$ cat config.mk
export PLATFORM = sky130hd
export DESIGN_NAME = msg_tx_arbiter
export DESIGN_NICKNAME = d
export VERILOG_FILES = /design/src/rtl/msg_comm_pkg.sv /design/src/rtl/rr_arbiter.sv /design/src/rtl/msg_tx_arbiter.sv
export SDC_FILE = /design/constraint.sdc
export NUM_CORES = 1
export LEC_CHECK = 0
export CAP_MARGIN = 10
export CORE_AREA = 2 2 111 124
export CTS_BUF_LIST = sky130_fd_sc_hd__clkbuf_2
export DETAILED_ROUTE_END_ITERATION = 8
export DIE_AREA = 0 0 113 126
export PLACE_DENSITY = 0.82
export SKIP_LAST_GASP = 1
export SYNTH_ARGS = -nofsm -noshare
export SYNTH_HDL_FRONTEND = slang
export SYNTH_HIERARCHICAL = 1
export SYNTH_SLANG_ARGS = --single-unit
$ cat constraint.sdc
create_clock -name clk_sys_i -period 4.08 [get_ports clk_sys_i]
set_clock_uncertainty 0.05 [all_clocks]
set_input_delay 0.816 -clock clk_sys_i [delete_from_list [all_inputs] [get_ports clk_sys_i]]
set_output_delay 0.816 -clock clk_sys_i [all_outputs]
set_load 0.03 [all_outputs]
$ cat src/rtl/msg_comm_pkg.sv
// msg_comm_pkg: shared FSM encoding, defaults and saturating counter helper for the message TX arbiter
package msg_comm_pkg;
    typedef enum logic [2:0] {IDLE, ARB, LOAD, LEN, WAIT_ACK, DONE, ERR, GAP} state_t;
    localparam int MAX_LEN_DEF = 256;
    localparam int GAP_CYCLES_DEF = 4;
    function automatic logic [15:0] sat_inc(input logic [15:0] v);
        return &v ? v : v + 16'd1;
    endfunction
endpackage

$ cat src/rtl/rr_arbiter.sv
// rr_arbiter: combinational round-robin pick of the first request at or after ptr
module rr_arbiter #(
    parameter int N = 4,
    parameter int IW = N > 1 ? $clog2(N) : 1
) (
    input  logic [N-1:0]  req,
    input  logic [IW-1:0] ptr,
    output logic [N-1:0]  gnt,
    output logic [IW-1:0] idx
);
    logic [N-1:0] rot;
    assign rot = N'({req, req} >> ptr);
    always_comb begin
        idx = '0;
        for (int i = N - 1; i >= 0; i--)
            if (rot[i]) idx = IW'((int'(ptr) + i) % N);
        gnt = |req ? N'(1) << idx : '0;
    end
endmodule

$ cat src/rtl/msg_tx_arbiter.sv
// msg_tx_arbiter: round-robin sharing of one slave message TX path between REQ_NUM requesters
module msg_tx_arbiter
    import msg_comm_pkg::*;
#(
    parameter int REQ_NUM     = 4,
    parameter int MAX_LEN     = MAX_LEN_DEF,
    parameter int ACK_TIMEOUT = 65535,
    parameter int GAP_CYCLES  = GAP_CYCLES_DEF
) (
    input  logic                  clk_sys_i,
    input  logic                  rst_n_i,
    input  logic [REQ_NUM-1:0]    req_vld_i,
    input  logic [16*REQ_NUM-1:0] req_len_i,
    input  logic [8*REQ_NUM-1:0]  src_data_i,
    input  logic [REQ_NUM-1:0]    src_vld_i,
    output logic [REQ_NUM-1:0]    src_rdy_o,
    output logic [REQ_NUM-1:0]    done_o,
    output logic [REQ_NUM-1:0]    err_o,
    output logic                  slave_tx_en_o,
    output logic [7:0]            slave_tx_data_o,
    output logic                  slave_tx_byte_num_en_o,
    output logic [15:0]           slave_tx_byte_num_o,
    input  logic                  slave_tx_ack_i,
    output logic                  busy_o
);
    localparam int IW = REQ_NUM > 1 ? $clog2(REQ_NUM) : 1;
    state_t state;
    logic [IW-1:0] rr_ptr, grant, arb_idx, ptr_nxt;
    logic [REQ_NUM-1:0] arb_gnt, grant_oh;
    logic [15:0] len, byte_cnt, to_cnt, gap_cnt, arb_len, byte_nxt, to_nxt, gap_nxt;
    logic xfer;
    rr_arbiter #(.N(REQ_NUM)) u_rr (
        .req(req_vld_i),
        .ptr(rr_ptr),
        .gnt(arb_gnt),
        .idx(arb_idx)
    );
    assign arb_len   = req_len_i[arb_idx*16 +: 16];
    assign grant_oh  = REQ_NUM'(1) << grant;
    assign ptr_nxt   = (int'(grant) == REQ_NUM - 1) ? '0 : grant + 1'b1;
    assign src_rdy_o = (state == LOAD && byte_cnt < len) ? grant_oh : '0;
    assign xfer      = |(src_rdy_o & src_vld_i);
    assign busy_o    = state != IDLE;
    assign byte_nxt  = sat_inc(byte_cnt);
    assign to_nxt    = sat_inc(to_cnt);
    assign gap_nxt   = sat_inc(gap_cnt);
    // done/err are raised on the transition so each pulse coincides with the DONE/ERR state
    always_ff @(posedge clk_sys_i) begin
        if (!rst_n_i) begin
            state                  <= IDLE;
            rr_ptr                 <= '0;
            grant                  <= '0;
            len                    <= '0;
            byte_cnt               <= '0;
            to_cnt                 <= '0;
            gap_cnt                <= '0;
            done_o                 <= '0;
            err_o                  <= '0;
            slave_tx_en_o          <= 1'b0;
            slave_tx_data_o        <= '0;
            slave_tx_byte_num_en_o <= 1'b0;
            slave_tx_byte_num_o    <= '0;
        end else begin
            slave_tx_en_o          <= xfer;
            slave_tx_data_o        <= xfer ? src_data_i[grant*8 +: 8] : slave_tx_data_o;
            slave_tx_byte_num_en_o <= state == LEN;
            slave_tx_byte_num_o    <= state == LEN ? len : '0;
            done_o                 <= '0;
            err_o                  <= '0;
            case (state)
                IDLE: if (|req_vld_i) state <= ARB;
                ARB: begin
                    grant    <= arb_idx;
                    len      <= arb_len;
                    byte_cnt <= '0;
                    to_cnt   <= '0;
                    if (!(|arb_gnt)) state <= IDLE;
                    else if (arb_len == '0 || arb_len > 16'(MAX_LEN)) begin
                        state <= ERR;
                        err_o <= arb_gnt;
                    end else state <= LOAD;
                end
                LOAD: if (xfer) begin
                    byte_cnt <= byte_nxt;
                    if (byte_nxt >= len) state <= LEN;
                end
                LEN: state <= WAIT_ACK;
                WAIT_ACK: if (slave_tx_ack_i) begin
                    state  <= DONE;
                    done_o <= grant_oh;
                end else begin
                    to_cnt <= to_nxt;
                    if (to_nxt >= 16'(ACK_TIMEOUT)) begin
                        state <= ERR;
                        err_o <= grant_oh;
                    end
                end
                DONE, ERR: begin
                    state   <= GAP;
                    gap_cnt <= '0;
                    rr_ptr  <= ptr_nxt;
                end
                GAP: begin
                    gap_cnt <= gap_nxt;
                    if (gap_nxt >= 16'(GAP_CYCLES)) state <= IDLE;
                end
                default: state <= IDLE;
            endcase
        end
    end
endmodule

# Word-level counts from Yosys, hierarchy flattened
# Index checks and enable logic that the tools add are counted.
[word_totals]
regBits = 105
in_bits = 107
output_inout_bits = 39
elab_cells = 94
[op_classes]
addsub = 7
n_lt_le_gt_ge = 5
eq_ne = 14
n_shift = 5
mux = 29
bitwise_logic = 1
reduce_logical = 20
[op_table]
columns = ["operator", "count"]
rows = [
  ["case mux 16 bit (2 select lines)", 3],
  ["two-way mux 16 bit", 5],
  ["variable part select 64 x 7 -> 16 bit", 1],
  ["adder 16 x 1 -> 16 bit (second input constant)", 3],
  ["AND reduction 16 bit", 3],
  ["variable part select 32 x 6 -> 8 bit", 1],
  ["two-way mux 3 bit", 8],
  ["two-way mux 4 bit", 6],
  ["case mux 3 bit (7 select lines)", 1],
  [">= comparator 16 bit", 1],
  [">= comparator 16 bit (second input constant)", 1],
  [">= comparator 16 x 3 -> 1 bit (second input constant)", 1],
  ["greater-than comparator 16 x 9 -> 1 bit (second input constant)", 1],
  ["zero test 16 bit", 1],
  ["less-than comparator 16 bit", 1],
  ["== test 3 bit (second input constant)", 4],
  ["OR reduction 4 bit", 3],
  ["two-way mux 2 bit", 5],
  ["inequality test 2 bit (second input constant)", 4],
  ["case mux 4 bit (2 select lines)", 1],
  ["<< shifter 1 x 2 -> 4 bit (first input constant)", 2],
  ["right shift 8 x 2 -> 4 bit", 1],
  ["== test 3 x 2 -> 1 bit (second input constant)", 2],
  ["AND reduction 2 bit", 3],
  ["other kinds (15)", 19],
]

# Logic depth before layout (Yosys ltp)
[depth]
ltp_word = 11
ltp_mapped = 15
depth_no_buf = 14

# Hierarchy
# Netlist, hierarchy kept.
[by_module_without_submodules]
columns = ["module", "n_inst", "cells_each", "area_per_inst_um2", "seq_area_each_um2"]
rows = [
  ["msg_tx_arbiter", 1, 795, 6607.6, 2102.0],
  ["rr_arbiter", 1, 28, 166.4, 0.0],
]

# Least setup slack after synthesis
# No wires, ideal clock.
[synth_timing]
path_type = "reg-to-reg"
from = "reg byte_cnt[4]"
to = "reg state[1]"
setup_ns = 0.096
arrival_ns = 3.478
required_ns = 3.934
path_slack_ns = 0.457
stages_incl_launch_ff = 14
n_path_buf = 0
period_less_slack_ns = 3.623
path_cell_list = "dfxtp_1 > and4_1 > nand4_1 > nor3_1 > or3_1 > nor2_1 > or2_2 > ha_1 > or4_1 > a221oi_1 > nor4_1 > nor3_1 > o311ai_1 > o41ai_2"
[synth_between]
elab_chain_cells = 7
word_cells_on_any_way = 12
cone_classes = "1 x add/sub; 2 x order compare; 2 x eq/ne; 2 x mux; 1 x bitwise; 4 x reduce/logical"
[synth_lines]
columns = ["item", "line_no", "source"]
rows = [
  ["from (decl)", "msg_tx_arbiter.sv:30", "logic [15:0] len, byte_cnt, to_cnt, gap_cnt, arb_len, byte_nxt, to_nxt, gap_nxt;"],
  ["from (signal assigned)", "msg_tx_arbiter.sv:84", "byte_cnt <= byte_nxt;"],
  ["parallel branches: the longest is 6 deep, another holds adder 16 x 1 -> 16 bit", "--", ""],
  ["AND reduction 5 bit (no line) *", "--", ""],
  ["to (signal assigned)", "msg_tx_arbiter.sv:50", "state <= IDLE;"],
  ["to (signal assigned)", "msg_tx_arbiter.sv:71", "IDLE: if (|req_vld_i) state <= ARB;"],
  ["to (signal assigned)", "msg_tx_arbiter.sv:77", "if (!(|arb_gnt)) state <= IDLE;"],
  ["to (decl)", "msg_tx_arbiter.sv:27", "state_t state;"],
]
# Every way passes the cells marked *.
# A chain may end at the register's enable or synchronous reset.

# Worst setup path after layout
# Ends and elaborated chain as after synthesis.

==> qor.txt <==
CTS root buffer -> clkbuf_2
# Post-CTS Setup Buffers -> 0
Drt wl/cell -> 17.2 um
Port Buffers -> 145
Iter 0 DRT Violations -> 576
Total GRT Usage -> 0.271
GR met2 Demand/Resource -> 0.481
Prevailing post-synth register cell -> dfxtp_1
CTS tree -> done
Non-Filler Instances -> 1107
Layout Utilization -> 0.654
Syn. warnings -> 6
R2R depth -> 13
Slew margin rel. -> 0.346
F_max -> 268 MHz
Reg-to-reg startpoint -> byte_cnt[4]
Number of flops mapped to enable cells by yosys -> 0
RR Endpoint -> state[1]
Die Span Y -> 126 um
Worst-margin pin slew -> 0.982 ns
Via count -> 6795
Starting Density -> 0.521
Share of the synthesized area in the top cell type -> 0.310
Via count of the first global-routing pass -> 6426
Max clock buf depth -> 2
Hold Path Class -> reg2reg
Vias per cell -> 6.14
Max Cap Viol -> 0
Crit path cell chain -> and4_1 > nand4_1 > nor3_2 > or3_1 > nor2_1 > or2_2 > ha_1 > or4_1 > a221oi_1 > nor4_1 > nor3_1 > buf_4 > o41ai_2
Routed Wire Length -> 19100 um
Drt pass-1 iters -> 7
Top cell type by total area after synthesis -> dfxtp_1
Seq/Total Area, Yosys -> 0.310
Top cells by area, synth -> dfxtp_1 31%, mux4_2 8.0%, ha_1 7.0%
CP Buf/Inv Count -> 1
GR Overflow Total -> 0
Gr busiest metal -> met2
Worst skew pair latency -> 0.64 ns
Row cnt -> 44
CTS clk-pin slew, worst paths -> 0.30 ns
Fin crit period -> 3.73 ns
Pwr/cell area -> 354 mW/mm^2
CP peak stage delay -> 0.50 ns
First-pass GRT wire length -> 31300 um
Post-Synthesis Cells -> 823
TritonCTS Buffers -> 9
Mapped Nets -> 968
WP data required -> 4.60 ns
Pleak -> 3.04 nW
Placed cell count -> 1090
Setup crit end kind -> flop
Async SR Flop Fraction -> 0
Seq cells post-synth -> 105
Run status -> complete, but fails checks
Met1 usage -> 0.321
Post-CTS sizing -> 1
Initial antenna violation count -> 1
Post-DP HPWL -> 14600 um
Core area -> 0.0130 sq mm
Critical Path AT -> 4.24 ns
Slack of the critical path -> 0.354 ns
Slowest CP cell -> dfxtp_1
Failing checks -> DRC
Period utilization -> 0.913
# nets final -> 1085
Synth cell count leaders -> 106 x nand2_1, 105 x dfxtp_1, 73 x a21oi_1
# DRC -> 3
RSZ-0062 raised after global routing -> no
R2r setup slk -> 0.35 ns
Hold violation total from the final report -> 0
Die W -> 113 um
Routability cong. -> 0.959
Crit start category -> flop
Crit path max-delay family -> simple AND/OR/NAND/NOR gates
Clk sinks -> 105
Boundary Pins -> 146
WP depth -> 13
CTS H-tree depth -> 3
Design Area, Final -> 0.00850 sq mm
DP Area -> 0.00836 sq mm
Worst VDD drop -> 0.217 mV
Crit path from -> byte_cnt[4]
Crit Path Max Fanout -> 8
Kind of critical path -> reg2reg
Dominant cell by count in the synthesized netlist -> nand2_1
M3 GR Usage -> 0.0515
Layout Area Growth over Synthesis -> 25.5%
Netlist cell types -> 71
Max Transition Viols Final -> 0
Fillers -> 1155
Mapped cell area -> 0.00677 sq mm
CP endpoint -> state[1]
Final Setup Violations -> 0
Final ANT Viol Nets -> 0
Largest net degree at the start of global routing -> 88
Avg Inst Size Synth -> 8.23 sq um
Pre-CTS WS -> 0.0245 ns
Share of cells above drive strength 1 -> 0.0910
Die ar. -> 0.0142 sq mm
Number of buffers inserted by hold repair at cts -> 0
Setup TNS -> 0 ns
## worst min path at each step
| stage | from | to | slack [ns] | depth (start not counted) |
|---|---|---|---|---|
| global placement | len[12] | len[12] | 0.39 | 2 |
| global route | len[5] | len[5] | 0.45 | 2 |
| finish | len[4] | len[4] | 0.42 | 2 |
| detailed placement | len[13] | len[13] | 0.40 | 2 |
| floorplan | len[10] | len[10] | 0.39 | 2 |
| CTS | len[13] | len[13] | 0.42 | 2 |
## stage by stage
| stage | total power, mW | hold WS [ns] |
|---|---|---|
| 2_1_floorplan | 2.04 | 0.386 |
| 3_3_place_gp | 2.47 | 0.392 |
| 3_5_place_dp | 2.50 | 0.398 |
| 4_1_cts | 3.02 | 0.425 |
| 5_1_grt | 3.21 | 0.449 |
| 6_report | 3.01 | 0.422 |
## tightest hold or removal path, stage by stage (launching register included)
cell	delay [ns]
dfxtp_1	0.37
nand2_1	0.05
a21oi_1	0.05
## logic make-up (layout without fill, tap and decap cells)
kind of cell / after synthesis / in the layout / share of synthesized area
simple gates: 354 / 354 / 0.274
xor+xnor: 11 / 11 / 0.0142
fa+ha+maj: 38 / 38 / 0.0702
other cells: 0 / 1 / 0
mux: 38 / 38 / 0.101
buf+inv: 76 / 198 / 0.0447
compound gates: 201 / 201 / 0.185
flops: 105 / 105 / 0.310
## cell type report
class,instances,area (sq um),share of cell area
antenna,1,2.50,0.000294
clock buffer,10,50.0,0.00589
clock inverter,6,73.8,0.00868
inverter,25,93.8,0.0110
multi-input combinational,642,4400,0.518
sequential,105,2100,0.247
tap,161,201,0.0237
timing repair buffer,157,1580,0.185
## per-layer routing
| metal | vias to the layer above | routed length (um) |
|---|---|---|
| li1 | 3298 | - |
| met1 | 3197 | 7790 |
| met2 | 250 | 9620 |
| met3 | 50 | 1030 |
| met4 | 0 | 630 |
| met5 | - | 0 |
## layout by cell type (no fill, tap or decap), drive strengths merged, types with 7 or more instances in the layout
| cell | count |
|---|---|
| a211oi | 7 |
| a21o | 7 |
| a21oi | 74 |
| a311oi | 10 |
| a31oi | 14 |
| and2 | 16 |
| and3 | 11 |
| buf | 12 |
| clkbuf | 10 |
| clkdlybuf4s50 | 141 |
| dfxtp | 105 |
| ha | 38 |
| inv | 27 |
| mux2i | 11 |
| mux4 | 24 |
| nand2 | 106 |
| nand2b | 7 |
| nand3 | 22 |
| nand3b | 10 |
| nand4 | 16 |
| nor2 | 58 |
| nor3 | 30 |
| nor4 | 31 |
| o21a | 8 |
| o21ai | 49 |
| or2 | 9 |
| or3 | 10 |
## sequential cells by signal (all words and copies together) (netlist names), 2 cells and up
register / flops
byte_cnt: 16
done_o: 4
err_o: 4
gap_cnt: 16
grant: 2
len: 16
rr_ptr: 2
slave_tx_byte_num_o: 16
slave_tx_data_o: 8
state: 3
to_cnt: 16
## report_power, final
group	switching, mW	internal (mW)
registers	0.0754	1.11
logic	0.777	0.525
clock network	0.373	0.153
Power figures use the tool's default switching activity.
==> RTL change 1, RTL diff (config.mk and constraints unchanged) <==
Re-encode `state_t` (8 states) as Gray code, 3 bits wide.
--- a/src/rtl/msg_comm_pkg.sv
+++ b/src/rtl/msg_comm_pkg.sv
@@ -1,5 +1,5 @@
 // msg_comm_pkg: shared FSM encoding, defaults and saturating counter helper for the message TX arbiter
 package msg_comm_pkg;
-    typedef enum logic [2:0] {IDLE, ARB, LOAD, LEN, WAIT_ACK, DONE, ERR, GAP} state_t;
+    typedef enum logic [2:0] {IDLE = 3'b000, ARB = 3'b001, LOAD = 3'b011, LEN = 3'b010, WAIT_ACK = 3'b110, DONE = 3'b111, ERR = 3'b101, GAP = 3'b100} state_t;
     localparam int MAX_LEN_DEF = 256;
     localparam int GAP_CYCLES_DEF = 4;
Function: no difference found for any inputs over 4 cycles, from zero or initial values and one cycle with rst_n_i low; so few cycles prove little.
==> RTL change 1 against the original RTL <==
  * Power fell by 9.1%
  * Wire length rose by 3.9%
  * Via count rose by 1.4%
  * Sequential cell count did not move
  * Synthesized area rose by 3.3%
  * Sequential share of layout area fell by 0.38 points
  * Non-clock buffer count rose by 4
  * Worst setup slack got worse by 0.19 ns
  * Design area rose by 1.6%
  * Clock power barely moved
==> RTL change 1: results (changes against the original RTL) <==
| Metric | Value |
|---|---|
| Status | completed (was finished with violations) |
| Synth top cells by count | 105 x dfxtp_1, 80 x nand2_1, 64 x nor2_1, 58 x a21oi_1, 47 x nor3_1 (was 106 x nand2_1, 105 x dfxtp_1, 73 x a21oi_1, 58 x nor2_1, 44 x o21ai_0) |
| Layout cells sized above 1 | 8.741% (was 9.101%) |
| Worst rel slew slack | 38.78% (was 34.56%) |
| GPL Wtd Cong | 0.9946 (was 0.9587) |
| Leakage power | 3.071 nW (was 3.038 nW) |
| Family with the most delay on the worst path | compound AO/OA/AOI/OAI gates (was simple AND/OR/NAND/NOR gates) |
| Top cells by area, synth | dfxtp_1 30%, mux4_2 7.7%, ha_1 6.8%, nand2_1 4.3%, a21oi_1 4.1% (was dfxtp_1 31%, mux4_2 8.0%, ha_1 7.0%, nand2_1 5.9%, a21oi_1 5.4%) |
| CP arrival | 3.05 ns (was 4.24 ns) |
| Area after DPL | 0.008534 mm² (was 0.008356 mm²) |
| Worst ir drop on vdd | 0.0002228 V (was 0.0002171 V) |
| Worst-path clk slew | 0.32 ns (was 0.30 ns) |
| Vias per cell | 6.133 (was 6.138) |
| Syn_nets | 991 (was 968) |
| Register-to-register setup slack | 0.55 ns (was 0.35 ns) |
| Max incr delay on CP | 0.40 ns (was 0.50 ns) |
| Hold_ws | 0.4229 ns (was 0.4219 ns) |
| Final #Nets | 1101 (was 1085) |
| Starting DRT DRC Count | 459 (was 576) |
| Tot GR Track Use | 27.90% (was 27.12%) |
| Internal power | 0.001686 W (was 0.001786 W) |
| Vias in the first global route | 6423 (was 6426) |
| Synth unique cells | 78 (was 71) |
| Placed wire-length estimate | 14890 µm (was 14560 µm) |
| Largest net degree at the start of global routing | 44 (was 88) |
| Worst skew pair latency | 0.67 ns (was 0.64 ns) |
| Sequential element share of the synthesized area | 30.04% (was 31.03%) |
RTL change 1: cell types whose count changed after synthesis, moves of 15 or more:
cell,delta
nand2_1,-26
nor3_1,+19
nor4_1,-19
inv_1,+17
nand3_1,+16
a21oi_1,-15
RTL change 1: per-layer routing:
| layer | track usage, % | share of wire (%) | vias to the layer above |
|---|---|---|---|
| met1 | 35.48 | 42 | 3222 |
| met3 | 5.294 | 6.2 | 43 |
| met4 | 11.41 | 3.1 | 0 |
| met5 | 0 | 0 | - |
| li1 | - | - | 3364 |
| met2 | 46.57 | 49 | 258 |
RTL change 1: repair_timing:
action / CTS / global route
gates resized for setup: 7 / 8
setup endpoints to repair: 4 / 4
pin swaps: 0 / 0
RTL change 1: worst paths after layout:
path,from,to,cells after the start
min reg2reg,len[5],slave_tx_byte_num_o[5],2
min,len[5],slave_tx_byte_num_o[5],2
max,len[9],src_rdy_o[1],9
max reg2reg,byte_cnt[6],state[0],13
RTL change 1: metrics by stage:
stage / instances / setup WS, ns / utilization, %
2_1_floorplan: 846 / 0.7186 / -
3_3_place_gp: 1106 / 0.05922 / 65.69
3_5_place_dp: 1106 / -0.009429 / 65.69
4_1_cts: 1122 / 0.06220 / 66.54
5_1_grt: 1123 / 0.001755 / 66.51
6_report: 1123 / 0.1648 / 66.51
RTL change 1: cell families (layout without fill, tap and decap cells):
logic type               Yosys count  count (layout)  share of synthesized area [%]
XOR/XNOR                          18              18                          2.253
flip-flops                       105             105                          30.04
AO/OA/AOI/OAI                    196             196                          18.67
other                              0               1                              0
multiplexers                      41              41                          10.18
AND/OR/NAND/NOR                  343             343                          25.86
adder cells (fa/ha/maj)           38              38                          6.795
buffers and inverters            105             220                          6.205
RTL change 1: power by group through the flow:
stage / sequential (W) / combinational, W / clock (W)
2_1_floorplan: 0.00115 / 0.000672 / 0
3_3_place_gp: 0.00115 / 0.00103 / 0
3_5_place_dp: 0.00116 / 0.00105 / 0
4_1_cts: 0.00114 / 0.00106 / 0.000526
5_1_grt: 0.00115 / 0.00118 / 0.000575
6_report: 0.00114 / 0.00107 / 0.000525
RTL change 1: area by class of cell:
cell class | instances | area [µm²]
antenna | 1 | 2.502
clock buffer | 9 | 45.04
clock inverter | 7 | 68.82
fill | 1075 | 4352
inverter | 43 | 161.4
multi-input combinational | 636 | 4489
sequential | 105 | 2103
tap | 161 | 201.4
timing repair buffer | 161 | 1569
RTL change 1: tightest hold or removal path, cell delays in order (launching register included):
cell and delay (ns):
dfxtp_1 0.37, inv_1 0.11, nor3_1 0.06
==> RTL change 2, RTL diff (same settings) <==
Made on the original files. Change the parameter `REQ_NUM` from 4 to 2.
--- a/src/rtl/msg_tx_arbiter.sv
+++ b/src/rtl/msg_tx_arbiter.sv
@@ -3,5 +3,5 @@
     import msg_comm_pkg::*;
 #(
-    parameter int REQ_NUM     = 4,
+    parameter int REQ_NUM     = 2,
     parameter int MAX_LEN     = MAX_LEN_DEF,
     parameter int ACK_TIMEOUT = 65535,
Interface: changed (7 resized); port bits go from 146 to 88. The function was not compared with the original's and may differ.
==> RTL change 2 against the original RTL <==
  * The flow still finishes with violations (DRC)
  * Fmax shrank 4.3%
  * Clock power grew 6.5%
  * Die area is the same
  * Non-clock buffer count fell by 59
  * Design area shrank 16%
  * Wire length shrank 19%
  * Power decreased by 6.4%
  * Synthesized cell count down 9.8%
  * Worst setup slack worse by 0.17 ns
  * Sequential cell count shrank 6
  * Count of clock-buffer cells in the layout fell by 1
  * Final cell count shrank 12%
  * Synthesized area is 12% lower
  * Largest cell class unchanged
==> RTL change 2: results (changes against the original RTL) <==
| Metric | Value |
|---|---|
| DRC | 1 (was 3) |
| Reg2Reg Depth | 15 (was 13) |
| Vias per cell | 5.920 (was 6.138) |
| DRT Pass-1 Iters | 9 (was 7) |
| Vias in the first global route | 5332 (was 6426) |
| Internal power | 0.001695 W (was 0.001786 W) |
| Largest net degree at the start of global routing | 53 (was 88) |
| Placed wire-length estimate | 11350 µm (was 14560 µm) |
| Syn_nets | 831 (was 968) |
| Leakage power | 2.658 nW (was 3.038 nW) |
| Mux contribution to synthesized area | 5.227% (was 10.10%) |
| Final #Nets | 891 (was 1085) |
| Hold Path Sink | slave_tx_data_o[0] (was len[4]) |
| Adder-cell share of the synthesized area | 7.109% (was 7.019%) |
| Worst rel slew slack | 26.05% (was 34.56%) |
| Met3 Use GR | 4.427% (was 5.149%) |
| Worst ir drop on vdd | 0.0002357 V (was 0.0002171 V) |
| First-pass GRT wire length | 25790 µm (was 31330 µm) |
| Synth unique cells | 64 (was 71) |
| Hold_ws | 0.4650 ns (was 0.4219 ns) |
| Terminus of the critical flop-to-flop path | state[0] (was state[1]) |
| GPL Wtd Cong | 0.9179 (was 0.9587) |
| Critical-path top delay cell | clkdlybuf4s50_1 (was dfxtp_1) |
| Area after DPL | 0.006945 mm² (was 0.008356 mm²) |
| Failing checks | DRC (unchanged) |
| Synth Area in Compound Gates | 19.38% (was 18.53%) |
| Layout cells sized above 1 | 6.320% (was 9.101%) |
| Synth Area in XOR/XNOR | 2.781% (was 1.422%) |
| Hold Path Origin | slave_tx_data_o[0] (was len[4]) |
| Max incr delay on CP | 0.67 ns (was 0.50 ns) |
| Register-to-register setup slack | 0.41 ns (was 0.35 ns) |
| CP arrival | 3.03 ns (was 4.24 ns) |
| Family with the most delay on the worst path | buffers and inverters (was simple AND/OR/NAND/NOR gates) |
| Sequential element share of the synthesized area | 33.12% (was 31.03%) |
| Fill cell count | 1212 (was 1155) |
| Status | finished with violations (unchanged) |
| GR Util met2 | 36.00% (was 48.08%) |
| Starting DRT DRC Count | 427 (was 576) |
| Post-Place Worst Slack | 0.4700 ns (was 0.02449 ns) |
[RTL change 2: cell types whose count changed after synthesis, moves of 7 or more]
| cell | change |
|---|---|
| nor2_1 | +31 |
| a21oi_1 | -21 |
| o21ai_0 | -28 |
| nand3_1 | +17 |
| a31oi_1 | +8 |
| and3_1 | +9 |
| mux4_2 | -24 |
| mux2i_1 | +18 |
| nand3b_1 | -7 |
| a211oi_1 | +23 |
| nand2_1 | -60 |
[RTL change 2: cell type report]
| class | count | share of cell area, % |
|---|---|---|
| multi-input combinational | 568 | 52.15 |
| sequential | 99 | 27.93 |
| timing repair buffer | 98 | 13.64 |
| tap | 161 | 2.838 |
| clock inverter | 7 | 1.392 |
| inverter | 26 | 1.375 |
| clock buffer | 9 | 0.6345 |
| antenna | 1 | 0.03525 |
[RTL change 2: how the worst max path moves through the flow]
| stage | cells past startpoint | slack [ns] | startpoint | end |
|---|---|---|---|---|
| CTS | 7 | 0.03 | state[1] | src_rdy_o[0] |
| global placement | 15 | 0.68 | byte_cnt[4] | state[0] |
| finish | 8 | 0.19 | len[14] | src_rdy_o[1] |
| floorplan | 15 | 0.96 | byte_cnt[6] | state[0] |
| global route | 8 | 0.006 | len[14] | src_rdy_o[1] |
| detailed placement | 15 | 0.47 | byte_cnt[4] | state[0] |
[RTL change 2: power groups by stage]
stage,Clock (W),Sequential [W],Combinational (W)
2_1_floorplan,0,0.00118,0.000729
3_3_place_gp,0,0.00117,0.00106
3_5_place_dp,0,0.00118,0.00107
4_1_cts,0.000570,0.00116,0.00108
5_1_grt,0.000608,0.00118,0.00121
6_report,0.000560,0.00116,0.00110
[RTL change 2: stage by stage]
step                      utilization, %  instances  total power, W
after floorplan                        -        742        0.001904
after global placement             53.46        952        0.002228
after detailed placement           53.46        952        0.002251
after CTS                          54.56        968        0.002807
after global routing               54.64        969        0.002998
final                              54.64        969        0.002820
[RTL change 2: tightest hold or removal path: stages (launching register included)]
cell,delay [ns]
dfxtp_1,0.37
nor2_1,0.09
a211oi_1,0.05
[RTL change 2: cell families (layout without fill, tap and decap cells)]
family / count (synthesis) / count (layout)
muxes: 31 / 31
buffers and inverters: 75 / 140
AOI/OAI and AO/OA: 175 / 175
DFF: 99 / 99
other: 0 / 1
adders and majority gates: 34 / 34
xor gates and xnor gates: 19 / 19
and+or+nand+nor: 309 / 309
[RTL change 2: per-layer routing]
layer  share of wire, %  routed length [µm]
met3                5.1                 795
met4                3.5                 539
met5                  0                   0
met1                 44                6831
met2                 47                7346
[RTL change 2: what timing repair did]
action                     CTS  global route
hold buffers                 0             0
setup endpoints to repair    0             2
resized for setup            0             3
